`src/rtl/snake_pkg.sv`:
```
// rtl/snake_pkg.sv - shared encodings and helpers for the snake step scheduler
package snake_pkg;

  typedef enum logic [1:0] {
    DIR_RIGHT = 2'd0,
    DIR_LEFT  = 2'd1,
    DIR_UP    = 2'd2,
    DIR_DOWN  = 2'd3
  } dir_e;

  localparam logic [2:0] ST_START = 3'b001;
  localparam logic [2:0] ST_PLAY  = 3'b010;
  localparam logic [2:0] ST_END   = 3'b100;

  typedef enum logic [1:0] {
    S_IDLE,
    S_RUN,
    S_WAIT_ACK,
    S_HALT
  } sched_state_e;

  function automatic dir_e reverse_dir(input dir_e d);
    case (d)
      DIR_RIGHT: return DIR_LEFT;
      DIR_LEFT:  return DIR_RIGHT;
      DIR_UP:    return DIR_DOWN;
      default:   return DIR_UP;
    endcase
  endfunction

endpackage

```
`src/rtl/step_timer.sv`:
```
// rtl/step_timer.sv - move-step period counter with terminal count
module step_timer #(
  parameter int CW = 24
) (
  input  logic        clk,
  input  logic        rst,
  input  logic        en,
  input  logic        clr,
  input  logic [CW:0] period,
  output logic        tc
);

  localparam int PW = CW + 1;

  logic [CW-1:0] cnt_q, cnt_d;

  // A level-up can shrink the period below the running count; >= fires the
  // step at once instead of letting the counter wrap through its full range.
  assign tc = ({1'b0, cnt_q} >= (period - PW'(1)));

  always_comb begin
    cnt_d = cnt_q;
    if (clr) begin
      cnt_d = '0;
    end else if (en) begin
      cnt_d = tc ? '0 : cnt_q + CW'(1);
    end
  end

  always_ff @(posedge clk or posedge rst) begin
    if (rst) begin
      cnt_q <= '0;
    end else begin
      cnt_q <= cnt_d;
    end
  end

endmodule

```
`src/rtl/snake_step_sched.sv`:
```
// rtl/snake_step_sched.sv - snake heading, step cadence, score and level scheduler
module snake_step_sched
  import snake_pkg::*;
#(
  parameter int STEP_BASE     = 12_500_000,
  parameter int STEP_DEC      = 2_000_000,
  parameter int LEVEL_MAX     = 4,
  parameter int EAT_PER_LEVEL = 5
) (
  input  logic       clk,
  input  logic       rst,
  input  logic [2:0] game_status,
  input  logic       key_left,
  input  logic       key_right,
  input  logic       key_up,
  input  logic       key_down,
  input  logic       eat,
  input  logic       step_ack,
  output logic       step_req,
  output logic [1:0] dir,
  output logic [7:0] score,
  output logic [2:0] level
);

  localparam int CW = $clog2(STEP_BASE);
  localparam int PW = CW + 1;
  localparam int EW = $clog2(EAT_PER_LEVEL + 1);
  localparam logic [2:0]    LVL_MAX  = 3'(LEVEL_MAX);
  localparam logic [EW-1:0] EAT_LAST = EW'(EAT_PER_LEVEL - 1);

  sched_state_e  state_q, state_d;
  logic          step_req_q, step_req_d;
  dir_e          dir_q, dir_d;
  dir_e          dir_next_q, dir_next_d;
  logic [7:0]    score_q, score_d;
  logic [2:0]    level_q, level_d;
  logic [EW-1:0] eat_cnt_q, eat_cnt_d;

  logic [PW-1:0] period;
  logic          timer_en, timer_tc;
  logic          is_play, is_end, is_start, active;
  logic          key_any;
  dir_e          key_dir;

  assign period = PW'(STEP_BASE - int'(level_q) * STEP_DEC);

  step_timer #(.CW(CW)) u_timer (
    .clk    (clk),
    .rst    (rst),
    .en     (timer_en),
    .clr    (~timer_en),
    .period (period),
    .tc     (timer_tc)
  );

  // Anything that is not a clean PLAY or END code falls back to START.
  assign is_play  = (game_status == ST_PLAY);
  assign is_end   = (game_status == ST_END);
  assign is_start = ~(is_play | is_end);
  assign active   = (state_q == S_RUN) || (state_q == S_WAIT_ACK);
  assign key_any  = key_up | key_down | key_left | key_right;

  always_comb begin
    if (key_up)        key_dir = DIR_UP;
    else if (key_down) key_dir = DIR_DOWN;
    else if (key_left) key_dir = DIR_LEFT;
    else               key_dir = DIR_RIGHT;
  end

  always_comb begin
    state_d    = state_q;
    step_req_d = step_req_q;
    dir_d      = dir_q;
    dir_next_d = dir_next_q;
    score_d    = score_q;
    level_d    = level_q;
    eat_cnt_d  = eat_cnt_q;
    timer_en   = 1'b0;

    if (active) begin
      // Validity is judged against the committed heading, so two quick
      // presses cannot reverse the snake within one step.
      if (key_any && (key_dir != reverse_dir(dir_q))) begin
        dir_next_d = key_dir;
      end
      if (eat) begin
        if (score_q != 8'hFF) score_d = score_q + 8'd1;
        if (eat_cnt_q == EAT_LAST) begin
          eat_cnt_d = '0;
          if (level_q < LVL_MAX) level_d = level_q + 3'd1;
        end else begin
          eat_cnt_d = eat_cnt_q + EW'(1);
        end
      end
    end

    case (state_q)
      S_IDLE: begin
        if (is_play) begin
          state_d    = S_RUN;
          dir_d      = DIR_RIGHT;
          dir_next_d = DIR_RIGHT;
          score_d    = '0;
          level_d    = '0;
          eat_cnt_d  = '0;
        end
      end
      S_RUN: begin
        if (is_start) begin
          state_d    = S_IDLE;
          step_req_d = 1'b0;
        end else if (is_end) begin
          state_d = S_HALT;
        end else begin
          timer_en = 1'b1;
          if (timer_tc) begin
            dir_d      = dir_next_q;
            step_req_d = 1'b1;
            state_d    = S_WAIT_ACK;
          end
        end
      end
      S_WAIT_ACK: begin
        if (is_start) begin
          state_d    = S_IDLE;
          step_req_d = 1'b0;
        end else if (is_end) begin
          state_d    = S_HALT;
          step_req_d = 1'b0;
        end else if (step_ack) begin
          state_d    = S_RUN;
          step_req_d = 1'b0;
        end
      end
      default: begin
        if (is_start) state_d = S_IDLE;
      end
    endcase
  end

  always_ff @(posedge clk or posedge rst) begin
    if (rst) begin
      state_q    <= S_IDLE;
      step_req_q <= 1'b0;
      dir_q      <= DIR_RIGHT;
      dir_next_q <= DIR_RIGHT;
      score_q    <= '0;
      level_q    <= '0;
      eat_cnt_q  <= '0;
    end else begin
      state_q    <= state_d;
      step_req_q <= step_req_d;
      dir_q      <= dir_d;
      dir_next_q <= dir_next_d;
      score_q    <= score_d;
      level_q    <= level_d;
      eat_cnt_q  <= eat_cnt_d;
    end
  end

  assign step_req = step_req_q;
  assign dir      = dir_q;
  assign score    = score_q;
  assign level    = level_q;

endmodule
```
`config.mk`:
```
export PLATFORM = sky130hd
export DESIGN_NAME = snake_step_sched
export DESIGN_NICKNAME = d
export VERILOG_FILES = /design/src/rtl/snake_pkg.sv /design/src/rtl/step_timer.sv /design/src/rtl/snake_step_sched.sv
export SDC_FILE = /design/constraint.sdc
export NUM_CORES = 1
export LEC_CHECK = 0
export CAP_MARGIN = 20
export CORE_ASPECT_RATIO = 0.9
export CORE_MARGIN = 3
export CORE_UTILIZATION = 50
export DETAILED_ROUTE_END_ITERATION = 12
export HOLD_SLACK_MARGIN = 0.1
export PLACE_DENSITY = 0.71
export RECOVER_POWER = 100
export SLEW_MARGIN = 5
export SYNTH_ARGS = -nofsm -noshare
export SYNTH_HDL_FRONTEND = slang
export SYNTH_HIERARCHICAL = 1
export SYNTH_SLANG_ARGS = --single-unit
```
`constraint.sdc`:
```
create_clock -name clk -period 8.8 [get_ports clk]
set_input_delay 0.88 -clock clk [delete_from_list [all_inputs] [get_ports clk]]
set_output_delay 0.88 -clock clk [all_outputs]
set_load 0.02 [all_outputs]
```
Yosys cells after proc, flatten, opt, wreduce, memory -nomap -nowiden
Index checks and enable logic that the tools add are counted.
{ "totals": {"in_bits": 11, "out_inout_bits": 14, "wordCells": 99, "ff_bits": 45} }
{ "classes": {"n_reduce_logical": 9, "n_lt_le_gt_ge": 2, "muxes": 51, "n_bitwise": 4, "n_eq_ne": 18, "add_sub_neg": 6, "multipliers": 1} }
{ "op_table": {"columns": ["operator", "n"], "rows": [
  ["$mux W24", 2],
  ["$mux W8", 5],
  ["$mux W2", 19],
  ["$mux W3", 11],
  ["$ge A24 B25 Y1", 1],
  ["$sub A24 B24 Y25 const A", 1],
  ["$sub A25 B1 Y25 const B", 1],
  ["$add A24 B1 Y24 const B", 1],
  ["$mul A3 B14 Y17 const B", 1],
  ["$pmux W2 S3", 2],
  ["$mux W1", 10],
  ["$add A8 B1 Y8 const B", 1],
  ["$ne A8 B8 Y1 const B", 1],
  ["$reduce_and A4 Y1", 2],
  ["$add A3 B1 Y3 const B", 2],
  ["$eq A3 B3 Y1 const B", 2],
  ["$ne A2 B2 Y1 const B", 3],
  ["$reduce_and A5 Y1", 1],
  ["$eq A2 B1 Y1 const B", 2],
  ["$eq A2 B2 Y1 const B", 2],
  ["$logic_not A2 Y1", 2],
  ["$ne A4 B1 Y1 const B", 1],
  ["$ne A4 B3 Y1 const B", 1],
  ["$ne A4 B4 Y1 const B", 1],
  ["12 further kinds", 16]
]} }

Logic depth before layout (Yosys ltp)
{ "logic_depth": {"ltp_word": 9, "mapped_depth": 22, "depth_no_buf": 20} }

Hierarchy
The synthesis kept the hierarchy.
{ "modules_own_cells": {"columns": ["mod", "area_per_inst_um2", "cells_each", "seq_area_each_um2", "instances"], "rows": [
  ["step_timer", 2367.3, 274, 600.6, 1],
  ["snake_step_sched", 1798.0, 202, 525.5, 1]
]} }

Worst setup path after synthesis
No wires, ideal clock.
{ "synth_timing": {"kind": "register to register", "from": "reg level_q[0] (netlist: level[0])", "to": "reg state_q[0]", "period_less_slack_ns": 5.185, "path_buffers": 2, "required_ns": 8.672, "path_slack_ns": 3.615, "stages_incl_launch_ff": 21, "arrival_ns": 5.058, "setup_ns": 0.128, "cell_sequence": "dfrtp_1 > inv_1 > fa_1 > inv_1 > ha_1 > a21oi_1 > xnor2_1 > nand3_1 > xnor2_1 > xnor2_1 > ha_1 > nand3_1 > o221a_2 > o21ai_0 > and4b_1 > clkbuf_1 > nor2_4 > buf_6 > o21ai_0 > a21oi_1 > mux2_1"} }
{ "synth_via": {"elab_chain_cells": 6} }
{ "synth_rtl": {"columns": ["item", "line", "rtl"], "rows": [
  ["start: declaration", "snake_step_sched.sv:36", "logic [2:0] level_q, level_d;"],
  ["start signal: assignment", "snake_step_sched.sv:156", "level_q <= level_d;"],
  ["$mul A3 B14 Y17", "snake_step_sched.sv:45", "assign period = PW'(STEP_BASE - int'(level_q) * STEP_DEC);"],
  ["$sub A24 B24 Y25", "snake_step_sched.sv:45", null],
  ["net period[15]", "snake_step_sched.sv:39", "logic [PW-1:0] period;"],
  ["$sub A25 B1 Y25", "step_timer.sv:19", "assign tc = ({1'b0, cnt_q} >= (period - PW'(1)));"],
  ["$ge A24 B25 Y1", "step_timer.sv:19", null],
  ["net timer_tc", "snake_step_sched.sv:40", "logic timer_en, timer_tc;"],
  ["$ne A4 B3 Y1 (no source line)", null, null],
  ["$reduce_and A4 Y1 (no source line)", null, null],
  ["end signal: assignment", "snake_step_sched.sv:151", "state_q <= state_d;"],
  ["end: declaration", "snake_step_sched.sv:31", "sched_state_e state_q, state_d;"]
]} }
The timed path passes the listed nets, and every way through them passes these cells.
A chain may end at the register's enable or synchronous reset.

Worst setup path after layout
{ "layout_timing": {"from": "reg level_q[0] (netlist: level[0])", "to": "reg step_req_q (netlist: step_req)"} }
{ "layout_via": {"elab_chain_cells": 6} }
{ "layout_rtl": {"columns": ["item", "line", "rtl"], "rows": [
  ["$mul A3 B14 Y17", "snake_step_sched.sv:45", null],
  ["$sub A24 B24 Y25", "snake_step_sched.sv:45", null],
  ["net period[15]", "snake_step_sched.sv:39", null],
  ["$sub A25 B1 Y25", "step_timer.sv:19", null],
  ["$ge A24 B25 Y1", "step_timer.sv:19", null],
  ["net timer_tc", "snake_step_sched.sv:40", null],
  ["$ne A3 B2 Y1 (no source line)", null, null],
  ["$reduce_and A4 Y1 (no source line)", null, null],
  ["end signal: assignment", "snake_step_sched.sv:152", "step_req_q <= step_req_d;"],
  ["end: declaration", "snake_step_sched.sv:32", "logic step_req_q, step_req_d;"]
]} }
The timed path passes the listed nets, and every way through them passes these cells.

==> flow_summary.toml <==
[status]
outcome = "complete, but fails checks"
violations = "max-capacitance violations"

[cells_and_area]
n_fill_cell = 696
nNetsFinal = 586
area_growth_syn_to_layout_pct = 11.8
drive_gt1_share_pct = 5.33
insertedDiodeCount = 0
fin_cells = 621
multi_input_area_sq_mm = 0.00296
regArea_sq_mm = 0.00113

[pwr]
intPower_mw = 0.509
pwr-share-comb_pct = 52.2
p_clk_share_pct = 16.1
switching_share_pct = 43.7
power.density_mw_per_mm2 = 194
p_leak_nw = 1.98
vdd_drop_max_uv = 163
pwr-share-seq_pct = 31.7
p_sw_mw = 0.395

[grt]
grt_overflow = 0
grt_usage_pct = 19.1
grt_pass1_vias = 3226
grt_max_degree = 35
antenna_found_initial = 0
grt_pass1_wl_microns = 14900

[worst_setup_path]
r2r_slack_ns = 2.24
cp_max_fo = 19
cp.required_ns = 8.98
path_class = "reg -> reg"
end_kind = "register"
crit_arrival_ns = 6.74
cp-start-kind = "register"
worstRegToRegCells = 18

[synth]
yosysSeqAreaShare_pct = 27.0
synth.avg_cell_area_sq_um = 8.75
ys.flop_type = "dfrtp_1"
async_flop_share_pct = 100
synthTopCellsByArea = "dfrtp_1 27%, ha_1 14%, xnor2_1 6.1%"
synth_common_cells = "48 x ha_1, 45 x dfrtp_1, 41 x nand2_1"
syn_inst = 476
synth.distinct_cells = 56
synth.most_common_cell = "ha_1"
yosys.area.top_type = "dfrtp_1"
ys_warn_count = 6
ys_ff_latch = 45
synth_enable_flop_cells = 0
synth_area_sq_mm = 0.00417
netlist.area_leader.share_pct = 27.0

[place]
hpwl_microns = 6640
numPortBuffers = 24
place_ws_ns = 2.96
gp_congestion = 0.839
dp_cells = 613

[timing]
rsz0062_at_grt = "no"
setup_viol = 0
setup_slack_ns = 2.24
fin_crit_ns = 6.56
tightest_slew_ns = 1.49
finalSetupTns_ns = 0
hold_viol_final = 0
clock_skew_ns = 0.00929
fin_crit_sh_pct = 74.6
final-max-slew-violation-count = 0
fmax_ghz = 0.152
relSlewSlack_pct = 0.564
fin_worst_hold_slack_ns = 0.536

[floorplanning]
core_area_sq_mm = 0.00781
dieWidth_microns = 102
die_area_sq_mm = 0.00946
start_util_pct = 53.3
num_io_pins = 25
die_y_microns = 92.6
row_count = 30

[flow_run]
cap_violations = 1

[routing]
firstDrtPassIters = 4
num_vias = 3492
drt-wirelength-per-cell_microns = 13.9
ant_nets = 0
drc = 0
vias_per_cell = 5.62
first_iter_violations = 226
routed_wl_microns = 8650

[clock_tree]
postCtsSetupBuffers = 0
ctsHoldBuffers = 0
clock-sinks = 45
clock_latency_ns = 0.30
clk_pin_slew_ns = 0.09
cts-root-buf = "clkbuf_8"
htree_levels = 2
cts_tree = "done"
cts.path.max_buffers = 2
cts_buffers = 5
cts_resized = 0

[hold_path]
whs_path_depth = 2
hold_class = "reg -> reg"
==> path summary, 6_finish.rpt <==
path / startpoint / end
hold reg to reg: dir_next_q[0]$_DFF_PP0_ / dir_next_q[0]$_DFF_PP0_
setup / recovery: level[0]$_DFF_PP0_ / step_req$_DFFE_PP0P_
hold / removal: dir_next_q[0]$_DFF_PP0_ / dir_next_q[0]$_DFF_PP0_
min in group asynchronous: rst / dir_next_q[0]$_DFF_PP0_
setup reg to reg: level[0]$_DFF_PP0_ / step_req$_DFFE_PP0P_
max in group asynchronous: rst / u_timer/cnt_q[0]$_DFFE_PP0P_
==> registers in the layout (all words and copies together) (netlist names) <==
name           cells
dir_next_q         2
state_q            2
level              3
step_req           1
u_timer/cnt_q     24
score              8
dir                2
eat_cnt_q          3
==> per-stage QoR <==
| step | instance area [sq um] | power, mW | util (%) |
|---|---|---|---|
| 2_1_floorplan | 4280 | 0.650 | - |
| 4_1_cts | 4680 | 0.916 | 59.9 |
| 3_3_place_gp | 4570 | 0.753 | 58.5 |
| 5_1_grt | 4660 | 0.989 | 59.7 |
| 6_report | 4660 | 0.904 | 59.7 |
| 3_5_place_dp | 4570 | 0.766 | 58.5 |
==> metal layers <==
metal	share of wire (%)	GRT usage, %	up-vias
li1	-	-	1780
met1	50	28.0	1643
met2	46	30.4	65
met3	3.7	2.94	4
met4	0.64	2.95	0
met5	0	0	-
==> worst max-delay path, stage by stage, from the launching register on <==
cell     delay (ns)
dfrtp_1        0.60
inv_1          0.30
fa_1           0.77
inv_1          0.12
ha_1           0.33
a21oi_1        0.16
xnor2_1        0.20
nand3_1        0.17
xnor2_1        0.33
xnor2_1        0.14
ha_1           0.31
nand3_1        0.10
o221a_2        0.25
o21ai_0        0.35
and4b_1        0.35
nor2_1         1.14
o21ai_0        0.24
a21oi_1        0.23
mux2_1         0.34
==> logic make-up (layout without fill, tap and decap cells) <==
logic type      after synthesis  in the layout  synth area share [%]
simple gates                187            187                  24.2
buf+inv                      41             59                  4.24
fa+ha+maj                    51             51                  15.9
compound gates               89             89                  15.3
xor+xnor                     53             53                  11.1
mux                           8              8                  2.04
other cells                   2             33                 0.180
flops                        45             45                  27.0
==> final cells by class <==
type / instances / share of cell area, %
Multi-Input combinational cell: 421 / 63.6
Clock inverter: 1 / 0.188
Timing Repair Buffer: 25 / 5.32
Tap cell: 96 / 2.58
Clock buffer: 7 / 2.07
Inverter: 26 / 2.10
Sequential cell: 45 / 24.2
==> cells in the final DEF, fill, tap and decap left out, drive strengths merged, types with 4 or more instances in the layout <==
cell type      synthesis  routed
mux2                   4       4
o21ai                 13      13
or4                    8       8
nand2                 41      41
or3                    4       4
a21oi                 29      29
dfrtp                 45      45
a211oi                20      20
and3                   6       6
nor2                  36      36
conb                   2      33
and2                   7       7
clkbuf                10       7
and4                   4       4
nor4                   8       8
nor3                  18      18
mux2i                  4       4
or2                    4       4
xnor2                 29      29
dlygate4sd3            0      17
o22ai                  6       6
nand4                 17      17
ha                    48      48
xor2                  24      24
clkdlybuf4s50          0       7
nand3                 17      17
inv                   26      27
==> power groups by stage <==
| stage | Sequential [mW] | Combinational, mW | Clock, mW |
|---|---|---|---|
| floorplan | 0.299 | 0.351 | 0 |
| global placement | 0.290 | 0.463 | 0 |
| detailed placement | 0.290 | 0.476 | 0 |
| CTS | 0.288 | 0.479 | 0.149 |
| global route | 0.295 | 0.534 | 0.159 |
| finish | 0.287 | 0.472 | 0.145 |
No activity file was read; power rests on OpenSTA's default activity.
